--- config.mk ---
export PLATFORM = sky130hd
export DESIGN_NAME = fetch_stage_flat
export DESIGN_NICKNAME = d
export VERILOG_FILES = /design/src/rtl/fetch_stage_pkg.sv /design/src/rtl/fetch_stage_if.sv /design/src/rtl/fetch_stage_fifo.sv /design/src/rtl/fetch_stage.sv /design/src/flat_wrapper.sv
export SDC_FILE = /design/constraint.sdc
export NUM_CORES = 1
export LEC_CHECK = 0
export CORE_ASPECT_RATIO = 0.7
export CORE_MARGIN = 5
export CORE_UTILIZATION = 30
export DETAILED_ROUTE_END_ITERATION = 8
export PLACE_DENSITY = 0.59
export SLEW_MARGIN = 20
export SYNTH_ARGS = -nofsm -noshare
export SYNTH_HDL_FRONTEND = slang
export SYNTH_SLANG_ARGS = --single-unit
--- constraint.sdc ---
create_clock -name clk -period 7.4 [get_ports clk]
set_input_delay 0.74 -clock clk [delete_from_list [all_inputs] [get_ports clk]]
set_output_delay 0.74 -clock clk [all_outputs]
set_load 0.05 [all_outputs]
--- src/rtl/fetch_stage_pkg.sv ---
// Shared constants for the instruction-fetch slice.
package fetch_stage_pkg;

  localparam int          CPU_XLEN     = 32;
  localparam logic [31:0] NOP_INSTR    = 32'h0000_0013;
  localparam logic [31:0] CPU_RESET_PC = 32'h0000_0000;

endpackage

--- src/rtl/fetch_stage_if.sv ---
// Instruction-memory request/response bus between the fetch stage and imem.
interface fetch_stage_if #(
  parameter int XLEN = fetch_stage_pkg::CPU_XLEN
) ();

  logic            req;
  logic [XLEN-1:0] addr;
  logic            rsp_valid;
  logic [XLEN-1:0] rdata;

  modport master (output req, addr, input rsp_valid, rdata);
  modport slave  (input req, addr, output rsp_valid, rdata);

endinterface

--- src/rtl/fetch_stage_fifo.sv ---
// Synchronous FIFO with clear; clear takes priority over push/pop.
module fetch_stage_fifo
  import fetch_stage_pkg::*;
#(
  parameter int WIDTH = CPU_XLEN,
  parameter int DEPTH = 2
) (
  input  logic                         clk,
  input  logic                         rst_n,
  input  logic                         clear,
  input  logic                         push,
  input  logic                         pop,
  input  logic [WIDTH-1:0]             wdata,
  output logic [WIDTH-1:0]             rdata,
  output logic [$clog2(DEPTH+1)-1:0]   count,
  output logic                         full,
  output logic                         empty
);

  localparam int CNT_W = $clog2(DEPTH + 1);
  localparam int PTR_W = (DEPTH > 1) ? $clog2(DEPTH) : 1;

  logic [WIDTH-1:0] mem [DEPTH];
  logic [PTR_W-1:0] rd_ptr;
  logic [PTR_W-1:0] wr_ptr;

  function automatic logic [PTR_W-1:0] ptr_inc(input logic [PTR_W-1:0] p);
    return (p == PTR_W'(DEPTH - 1)) ? '0 : p + PTR_W'(1);
  endfunction

  always_ff @(posedge clk) begin
    if (!rst_n || clear) begin
      rd_ptr <= '0;
      wr_ptr <= '0;
      count  <= '0;
    end else begin
      if (push) wr_ptr <= ptr_inc(wr_ptr);
      if (pop)  rd_ptr <= ptr_inc(rd_ptr);
      count <= count + CNT_W'(push) - CNT_W'(pop);
    end
  end

  always_ff @(posedge clk) begin
    if (push && !clear) mem[wr_ptr] <= wdata;
  end

  assign rdata = mem[rd_ptr];
  assign full  = (count == CNT_W'(DEPTH));
  assign empty = (count == '0);

endmodule

--- src/rtl/fetch_stage.sv ---
// IF stage: issues in-order imem requests, buffers returns, drives the IF/ID register.
module fetch_stage
  import fetch_stage_pkg::*;
#(
  parameter int              XLEN      = CPU_XLEN,
  parameter logic [XLEN-1:0] RESET_PC  = XLEN'(CPU_RESET_PC),
  parameter int              MAX_OUT   = 2,
  parameter int              BUF_DEPTH = 2
) (
  input  logic             clk,
  input  logic             rst_n,
  input  logic             start,
  input  logic             pc_write,
  input  logic             stall,
  input  logic             flush,
  input  logic [XLEN-1:0]  branch_target,
  fetch_stage_if.master    imem,
  output logic [XLEN-1:0]  if_id_pc,
  output logic [XLEN-1:0]  if_id_instr,
  output logic             if_id_valid
);

  localparam int OUT_W  = $clog2(MAX_OUT + 1);
  localparam int BUF_W  = $clog2(BUF_DEPTH + 1);
  localparam int DROP_W = OUT_W + 4;

  logic [XLEN-1:0]   pc;
  logic [DROP_W-1:0] drop_cnt;
  logic [OUT_W-1:0]  out_cnt;
  logic [BUF_W-1:0]  buf_cnt;
  logic              pend_full;
  logic              pend_empty;
  logic              buf_full;
  logic              buf_empty;
  logic [XLEN-1:0]   pend_pc;
  logic [2*XLEN-1:0] buf_head;
  logic              issue;
  logic              drop_rsp;
  logic              live_rsp;
  logic              advance;

  // Pending FIFO depth equals MAX_OUT, so its count doubles as out_cnt.
  assign issue = start & pc_write & ~flush & ~pend_full & ~buf_full &
                 ((32'(out_cnt) + 32'(buf_cnt)) < 32'(BUF_DEPTH));

  assign drop_rsp = imem.rsp_valid & (drop_cnt != '0);
  assign live_rsp = imem.rsp_valid & (drop_cnt == '0) & ~pend_empty;
  assign advance  = ~flush & ~stall & ~buf_empty;

  assign imem.req  = issue;
  assign imem.addr = pc;

  fetch_stage_fifo #(.WIDTH(XLEN), .DEPTH(MAX_OUT)) u_pend (
    .clk   (clk),
    .rst_n (rst_n),
    .clear (flush),
    .push  (issue),
    .pop   (live_rsp),
    .wdata (pc),
    .rdata (pend_pc),
    .count (out_cnt),
    .full  (pend_full),
    .empty (pend_empty)
  );

  fetch_stage_fifo #(.WIDTH(2*XLEN), .DEPTH(BUF_DEPTH)) u_buf (
    .clk   (clk),
    .rst_n (rst_n),
    .clear (flush),
    .push  (live_rsp),
    .pop   (advance),
    .wdata ({pend_pc, imem.rdata}),
    .rdata (buf_head),
    .count (buf_cnt),
    .full  (buf_full),
    .empty (buf_empty)
  );

  // IF -> ID boundary: flush beats stall beats advance.
  always_ff @(posedge clk) begin
    if (!rst_n) begin
      pc          <= RESET_PC;
      drop_cnt    <= '0;
      if_id_valid <= 1'b0;
      if_id_instr <= XLEN'(NOP_INSTR);
      if_id_pc    <= '0;
    end else if (flush) begin
      pc          <= branch_target;
      drop_cnt    <= drop_cnt + DROP_W'(out_cnt) - DROP_W'(live_rsp | drop_rsp);
      if_id_valid <= 1'b0;
      if_id_instr <= XLEN'(NOP_INSTR);
      if_id_pc    <= '0;
    end else begin
      if (issue)    pc <= pc + XLEN'(4);
      if (drop_rsp) drop_cnt <= drop_cnt - DROP_W'(1);
      if (!stall) begin
        if (!buf_empty) begin
          if_id_valid <= 1'b1;
          if_id_pc    <= buf_head[2*XLEN-1:XLEN];
          if_id_instr <= buf_head[XLEN-1:0];
        end else begin
          if_id_valid <= 1'b0;
          if_id_instr <= XLEN'(NOP_INSTR);
          if_id_pc    <= '0;
        end
      end
    end
  end

endmodule
--- src/flat_wrapper.sv ---
// flat-port wrapper written by rule: the top's interface ports become plain ports
module fetch_stage_flat import fetch_stage_pkg::*;
#(
  parameter int              XLEN      = CPU_XLEN,
  parameter logic [XLEN-1:0] RESET_PC  = XLEN'(CPU_RESET_PC),
  parameter int              MAX_OUT   = 2,
  parameter int              BUF_DEPTH = 2
)
  (clk, rst_n, start, pc_write, stall, flush, branch_target, if_id_pc, if_id_instr, if_id_valid, imem_req, imem_addr, imem_rsp_valid, imem_rdata);
  fetch_stage_if #(.XLEN(XLEN)) imem_i ();
  input  logic clk;
  input  logic rst_n;
  input  logic start;
  input  logic pc_write;
  input  logic stall;
  input  logic flush;
  input  logic [XLEN-1:0] branch_target;
  output logic [XLEN-1:0] if_id_pc;
  output logic [XLEN-1:0] if_id_instr;
  output logic if_id_valid;
  output wire logic [$bits(imem_i.req)-1:0] imem_req;
  output wire logic [$bits(imem_i.addr)-1:0] imem_addr;
  input wire logic [$bits(imem_i.rsp_valid)-1:0] imem_rsp_valid;
  input wire logic [$bits(imem_i.rdata)-1:0] imem_rdata;
  assign imem_req = imem_i.req;
  assign imem_addr = imem_i.addr;
  assign imem_i.rsp_valid = imem_rsp_valid;
  assign imem_i.rdata = imem_rdata;
  fetch_stage #(.XLEN(XLEN), .RESET_PC(RESET_PC), .MAX_OUT(MAX_OUT), .BUF_DEPTH(BUF_DEPTH)) u_core (.clk(clk), .rst_n(rst_n), .start(start), .pc_write(pc_write), .stall(stall), .flush(flush), .branch_target(branch_target), .imem(imem_i), .if_id_pc(if_id_pc), .if_id_instr(if_id_instr), .if_id_valid(if_id_valid));
endmodule
Word level (Yosys, flattened, before mapping)
Memory sizes are Yosys's and may differ from the RTL's. A register that Yosys moved wholly into a read port is not among the register bits.
Index checks and enable logic that the tools add are counted.

word-level totals
  memory bits (writable) = 192
  output and inout bits = 98
  register bits = 111
  memories = 2

memory list
  name               words  bits a word  rd ports  clocked after memory_dff  wr ports  RTL line                RTL
  u_core.u_buf.mem   2      64           1         1                         1         fetch_stage_fifo.sv:23  logic [WIDTH-1:0] mem [DEPTH];
  u_core.u_pend.mem  2      32           1         1                         1         fetch_stage_fifo.sv:23

cells by class
  reduce and logical (&&, ||, !) cells = 12
  bitwise operators = 18
  eq/ne operators = 2
  order comparisons = 1
  add/sub/neg operators = 13
  muxes and demuxes = 19

operators with widths
  cell                                                  number
  two-way mux 32 bit                                    4
  adder 32 x 3 -> 32 bit (second input constant)        1
  < comparator 32 x 2 -> 1 bit (second input constant)  1
  two-way mux 1 bit                                     13
  two-way mux 6 bit                                     2
  AND 1 bit                                             10
  NOT 1 bit                                             7
  adder 6 x 2 -> 6 bit                                  1
  zero test 6 bit                                       1
  nonzero test 6 bit                                    1
  subtractor 6 x 1 -> 6 bit (second input constant)     1
  subtractor 6 bit                                      1
  adder 1 bit (second input constant)                   4
  adder 2 x 1 -> 2 bit                                  2
  equality test 2 bit (second input constant)           2
  zero test 2 bit                                       2
  nonzero test 2 bit                                    2
  subtractor 2 x 1 -> 2 bit                             2
  adder 2 x 2 -> 3 bit                                  1
  logical AND 1 bit                                     2
  zero test 1 bit                                       2
  OR reduction 2 bit                                    1
  logical OR 1 bit                                      1
  bitwise OR 1 bit                                      1

Logic depth before layout (Yosys ltp)
  depth in word-level cells = 8
  gate-level depth with buffers = 15
  depth with buffers taken out = 15

Cells and area by module
From an unflattened synthesis, not the netlist that was laid out.

second synthesis, totals
  cell total of the unflattened synthesis = 865
  area, all modules = 12444.4 um^2

by module, submodules not included
  module                            times used  seq. area each (um^2)  area each (um^2)  cells an instance
  fetch_stage_fifo (u_core.u_buf)   1           3943.8                 5148.7            222
  fetch_stage                       1           2062.0                 4601.9            520
  fetch_stage_fifo (u_core.u_pend)  1           2021.9                 2693.8            123

Worst setup path before layout
Ideal clock, no wire load.

  path kind = input -> register
  from = in imem_rsp_valid
  to = mem u_core.u_buf.mem[0][0] (netlist name), enable pin
  arrival = 5.823 ns
  stages = 5
  path slack = 1.012 ns
  cells stage by stage = clkbuf_1 o21ai_0 nor2_1 inv_1 nor3_1

between the ends
  cells in the longest elaborated chain, start to end = 5

ends and longest elaborated chain
  element                                  RTL line                RTL
  from (decl)                              flat_wrapper.sv:23      input wire logic [$bits(imem_i.rsp_valid)-1:0] imem_rsp_valid;
  AND 1 bit (2 in series)                  fetch_stage.sv:47       assign live_rsp = imem.rsp_valid & (drop_cnt == '0) & ~pend_empty;
  logical AND 1 bit                        fetch_stage_fifo.sv:44  if (push && !clear) mem[wr_ptr] <= wdata;
  two-way mux 1 bit                        fetch_stage_fifo.sv:44
  two-way mux 1 bit (not written as such)  fetch_stage_fifo.sv:44
  to (decl)                                fetch_stage_fifo.sv:23

No other way between the ends.

Worst setup path in the final report
  from = reg u_core.u_buf.count[0]
  to = out imem_req

between the ends
  cells in the longest elaborated chain, start to end = 4
  elaborated cells between the ends (all ways) = 6

ends and longest elaborated chain
  element                                                                               RTL line                RTL
  from (decl)                                                                           fetch_stage_fifo.sv:15  output logic [$clog2(DEPTH+1)-1:0] count,
  from (signal assigned)                                                                fetch_stage_fifo.sv:39  count <= count + CNT_W'(push) - CNT_W'(pop);
  parallel branches: the longest is 3 deep, another holds < comparator 32 x 2 -> 1 bit  n/a
  AND 1 bit *                                                                           fetch_stage.sv:43       assign issue = start & pc_write & ~flush & ~pend_full & ~buf_full &
  to (decl)                                                                             flat_wrapper.sv:21      output wire logic [$bits(imem_i.req)-1:0] imem_req;

Mark *: on every way between the ends.

==> summary.json <==
{
  "finalNonFillerCells": 1646,
  "hold_ws_ns": 0.486,
  "number_of_standard_cell_rows_in_the_floorplan": 61,
  "crit-reg2reg-launch": "u_core.u_buf.count[0]",
  "mean_instance_size_in_the_synthesized_netlist_um2": 12.9,
  "crit_required_ns": 6.66,
  "grt-ovfl-total": 0,
  "multiInputGateArea_um2": 3600,
  "cts_inserted_buffers": 31,
  "path_clk_slew_ns": 0.06,
  "rsz0062_at_grt": "false",
  "finalWorstSetupSlack_ns": 3.32,
  "synth_edf_count": 192,
  "timing_worst_slew_pin_value_ns": 1.05,
  "final.period_utilization_pct": 55.2,
  "design.die.area_um2": 43700,
  "startpoint": "u_core.u_buf.count[0]",
  "antenna-diode-count": 0,
  "outcome": "finished, final reports clean",
  "netlist.area_leader.share_pct": 48.6,
  "final-seq-area_um2": 8030,
  "post-route-min-period_ns": 4.08,
  "die_w_um": 248,
  "detail-route-antenna-nets": 0,
  "post-dp-hpwl_um": 19200,
  "clock.fmax_ghz": 0.245,
  "layout-area-overhead-vs-synth_pct": 27.1,
  "totalNegativeSetupSlack_ns": 0,
  "worstRegToRegCells": 12,
  "gpl.final_weighted_congestion": 0.785,
  "grt_max_degree": 75,
  "most-common-layout-cells": "sky130_fd_sc_hd__edfxtp_1, sky130_fd_sc_hd__clkdlybuf4s50_1, sky130_fd_sc_hd__nor2_1, sky130_fd_sc_hd__dfxtp_1, sky130_fd_sc_hd__a21oi_1",
  "via_count_of_the_first_global_routing_pass": 7592,
  "postCtsResizedCells": 0,
  "number_of_h_tree_levels": 1,
  "mapped_nets": 1013,
  "power.density_cell_area_nw_per_um2": 246,
  "cts_num_sinks": 305,
  "leakage_nw": 4.87,
  "place.port_buffers": 168,
  "met2_wirelength_um": 13700,
  "relative_slew_margins_pct": 30.3,
  "largest_buffer_count_on_any_clock_path": 3,
  "path_cells": "and2_1, fa_1, and4bb_2, nand3_2, nor2_1, clkdlybuf4s50_1",
  "start_util_pct": 30.1,
  "synth_top_cells_by_area": "sky130_fd_sc_hd__edfxtp_1, sky130_fd_sc_hd__dfxtp_1, sky130_fd_sc_hd__mux2i_1",
  "drt-vias-per-instance": 4.56,
  "groute.usage.overall_pct": 13.5,
  "cp-start-kind": "flop",
  "critPathArrivalTime_ns": 3.34,
  "critical-path-slowest-cell": "sky130_fd_sc_hd__clkdlybuf4s50_1",
  "synth-seq-cells": 305,
  "report.power.total_mw": 3.71,
  "drv_slew": 0,
  "drc": 0,
  "antenna_found_initial": 1,
  "yosysTopAreaCell": "sky130_fd_sc_hd__edfxtp_1",
  "finish.net_count": 1176,
  "ioPinCount": 169,
  "placedCellCount": 1587,
  "reg2reg_slack_ns": 4.28,
  "cts-root-buf": "sky130_fd_sc_hd__clkbuf_16",
  "cts_tree": "done",
  "syn_area_um2": 11900,
  "synth_async_sr_flop_share_pct": 0,
  "detail_route.iter0.violations": 384,
  "layout_commonest_cell": "sky130_fd_sc_hd__edfxtp_1",
  "worstSetupPathType": "reg2out",
  "max-cap-violations": 0,
  "synth_cells": 923,
  "maxUsedRoutingLayer": "met4",
  "finalWirelength_um": 30200,
  "global_route_wire_length_before_repair_um": 45500,
  "dominantRegCellSynth": "sky130_fd_sc_hd__edfxtp_1",
  "ys_types": 45,
  "route.vias.total": 7506,
  "drive_above_1_share_pct": 9.18,
  "finalHoldViolCount": 0,
  "irDropWorstVdd_uv": 177,
  "fillCellCount": 3781,
  "insertion_delay_ns": 0.57,
  "worstHoldPathType": "reg2reg",
  "met1_length_um": 14400,
  "critical_path.endpoint_type": "primary output",
  "drt_first_pass_iters": 4,
  "detail_route.wl_per_cell_um": 18.3,
  "die_height_um": 176,
  "met3WireLength_um": 1440,
  "placeable_core_region_um2": 39400,
  "worstReg2RegEnd": "u_core.u_pend.count[1]",
  "synth_sequential_area_ratio_pct": 67.7,
  "postCtsHoldBufs": 0,
  "worstPathMaxFanout": 8,
  "dp_worst_setup_slack_ns": 3.74,
  "holdPathStages": 2,
  "hp-start": "u_core.if_id_valid",
  "report.final.setup_viol": 0,
  "crit_path_max_incr_delay_ns": 0.89,
  "min_to": "u_core.if_id_valid",
  "post-cts-setup-buffer-count": 0,
  "skew_ns": 0.00802,
  "synth-warning-count": 0
}
logic make-up after synthesis:
family                     Yosys count  share of synthesized area [%]
buffers and inverters               74                           2.35
AOI/OAI and AO/OA                  137                           6.50
DFF                                305                           67.7
xor gates and xnor gates            34                           2.51
adders and majority gates           19                           2.13
and+or+nand+nor                    255                           10.1
muxes                               99                           8.72
metrics by stage:
step / util (%) / cell area [um^2]
2_1_floorplan: - / 11900
3_3_place_gp: 35.9 / 14100
3_5_place_dp: 35.9 / 14100
4_1_cts: 38.2 / 15100
5_1_grt: 38.3 / 15100
6_report: 38.3 / 15100
power by group:
part	switching, mW	internal, mW
Combinational	0.217	0.163
Clock	0.644	0.801
Sequential	0.0436	1.84
Total	0.904	2.81
state kept, by name, summed over array words and instances (netlist names), named ones only:
| register | flops |
|---|---|
| u_core.imem.addr | 32 |
| u_core.u_pend.mem | 64 |
| u_core.u_buf.rd_ptr | 1 |
| u_core.u_buf.count | 2 |
| u_core.u_buf.mem | 128 |
| u_core.if_id_pc | 32 |
| u_core.u_pend.wr_ptr | 1 |
| u_core.drop_cnt | 6 |
| u_core.u_pend.count | 2 |
| u_core.if_id_instr | 32 |
| u_core.if_id_valid | 1 |
| u_core.u_buf.wr_ptr | 1 |
| u_core.u_pend.rd_ptr | 1 |
how the worst max path moves through the flow:
stage / end / depth (start not counted) / slack (ns)
2_1_floorplan: u_core.u_buf.mem[0][0] / 5 / 1.01
3_3_place_gp: imem_req / 5 / 3.79
3_5_place_dp: u_core.u_pend.mem[1][9] / 5 / 3.74
4_1_cts: imem_req / 6 / 3.30
5_1_grt: imem_req / 6 / 3.17
6_report: imem_req / 6 / 3.32
cell type report:
type,instances,share of cell area (%)
flip-flops and latches,305,53.3
clock buffers,39,5.34
repair buffers,177,11.6
clock inverters,19,0.788
well taps,535,4.44
inverters,27,0.672
multi-input cells,544,23.8
metal layers:
layer  vias to the layer above  global-route usage, %
met5                         -                      0
met4                         0                   3.00
met3                        40                   2.86
met2                       152                   21.8
met1                      3651                   19.0
li1                       3663                      -
critical path: cells and delay by family, from the launching register on:
family | cells | cell delay [ns]
buffers and inverters | 1 | 0.89
adder cells (fa/ha/maj) | 1 | 0.42
AND/OR/NAND/NOR | 4 | 1.06
flip-flops | 1 | 0.41
synth_stat cells (2+ instances only):
cell and instances:
sky130_fd_sc_hd__or3_1 3, sky130_fd_sc_hd__mux2_2 35, sky130_fd_sc_hd__mux2i_1 64, sky130_fd_sc_hd__and3_1 8, sky130_fd_sc_hd__nand2b_1 2, sky130_fd_sc_hd__clkbuf_1 37, sky130_fd_sc_hd__nand3_1 13, sky130_fd_sc_hd__and4bb_2 2
sky130_fd_sc_hd__nor3_1 12, sky130_fd_sc_hd__fa_1 2, sky130_fd_sc_hd__nor4_2 2, sky130_fd_sc_hd__a21o_1 2, sky130_fd_sc_hd__xnor2_1 28, sky130_fd_sc_hd__o31ai_1 2, sky130_fd_sc_hd__xor2_1 6, sky130_fd_sc_hd__nor4_1 9
sky130_fd_sc_hd__nand4_1 8, sky130_fd_sc_hd__a31oi_1 3, sky130_fd_sc_hd__inv_1 27, sky130_fd_sc_hd__o21ai_0 25, sky130_fd_sc_hd__and2_1 6, sky130_fd_sc_hd__edfxtp_1 192, sky130_fd_sc_hd__a21oi_1 81, sky130_fd_sc_hd__a311o_1 2
sky130_fd_sc_hd__nor2_1 152, sky130_fd_sc_hd__dfxtp_1 113, sky130_fd_sc_hd__ha_1 17, sky130_fd_sc_hd__a211oi_1 9, sky130_fd_sc_hd__a311oi_1 4, sky130_fd_sc_hd__buf_1 9, sky130_fd_sc_hd__o22ai_1 3, sky130_fd_sc_hd__nand2_1 24
sky130_fd_sc_hd__and4_1 8, sky130_fd_sc_hd__o211a_1 2
No activity file was read; power rests on OpenSTA's default activity.
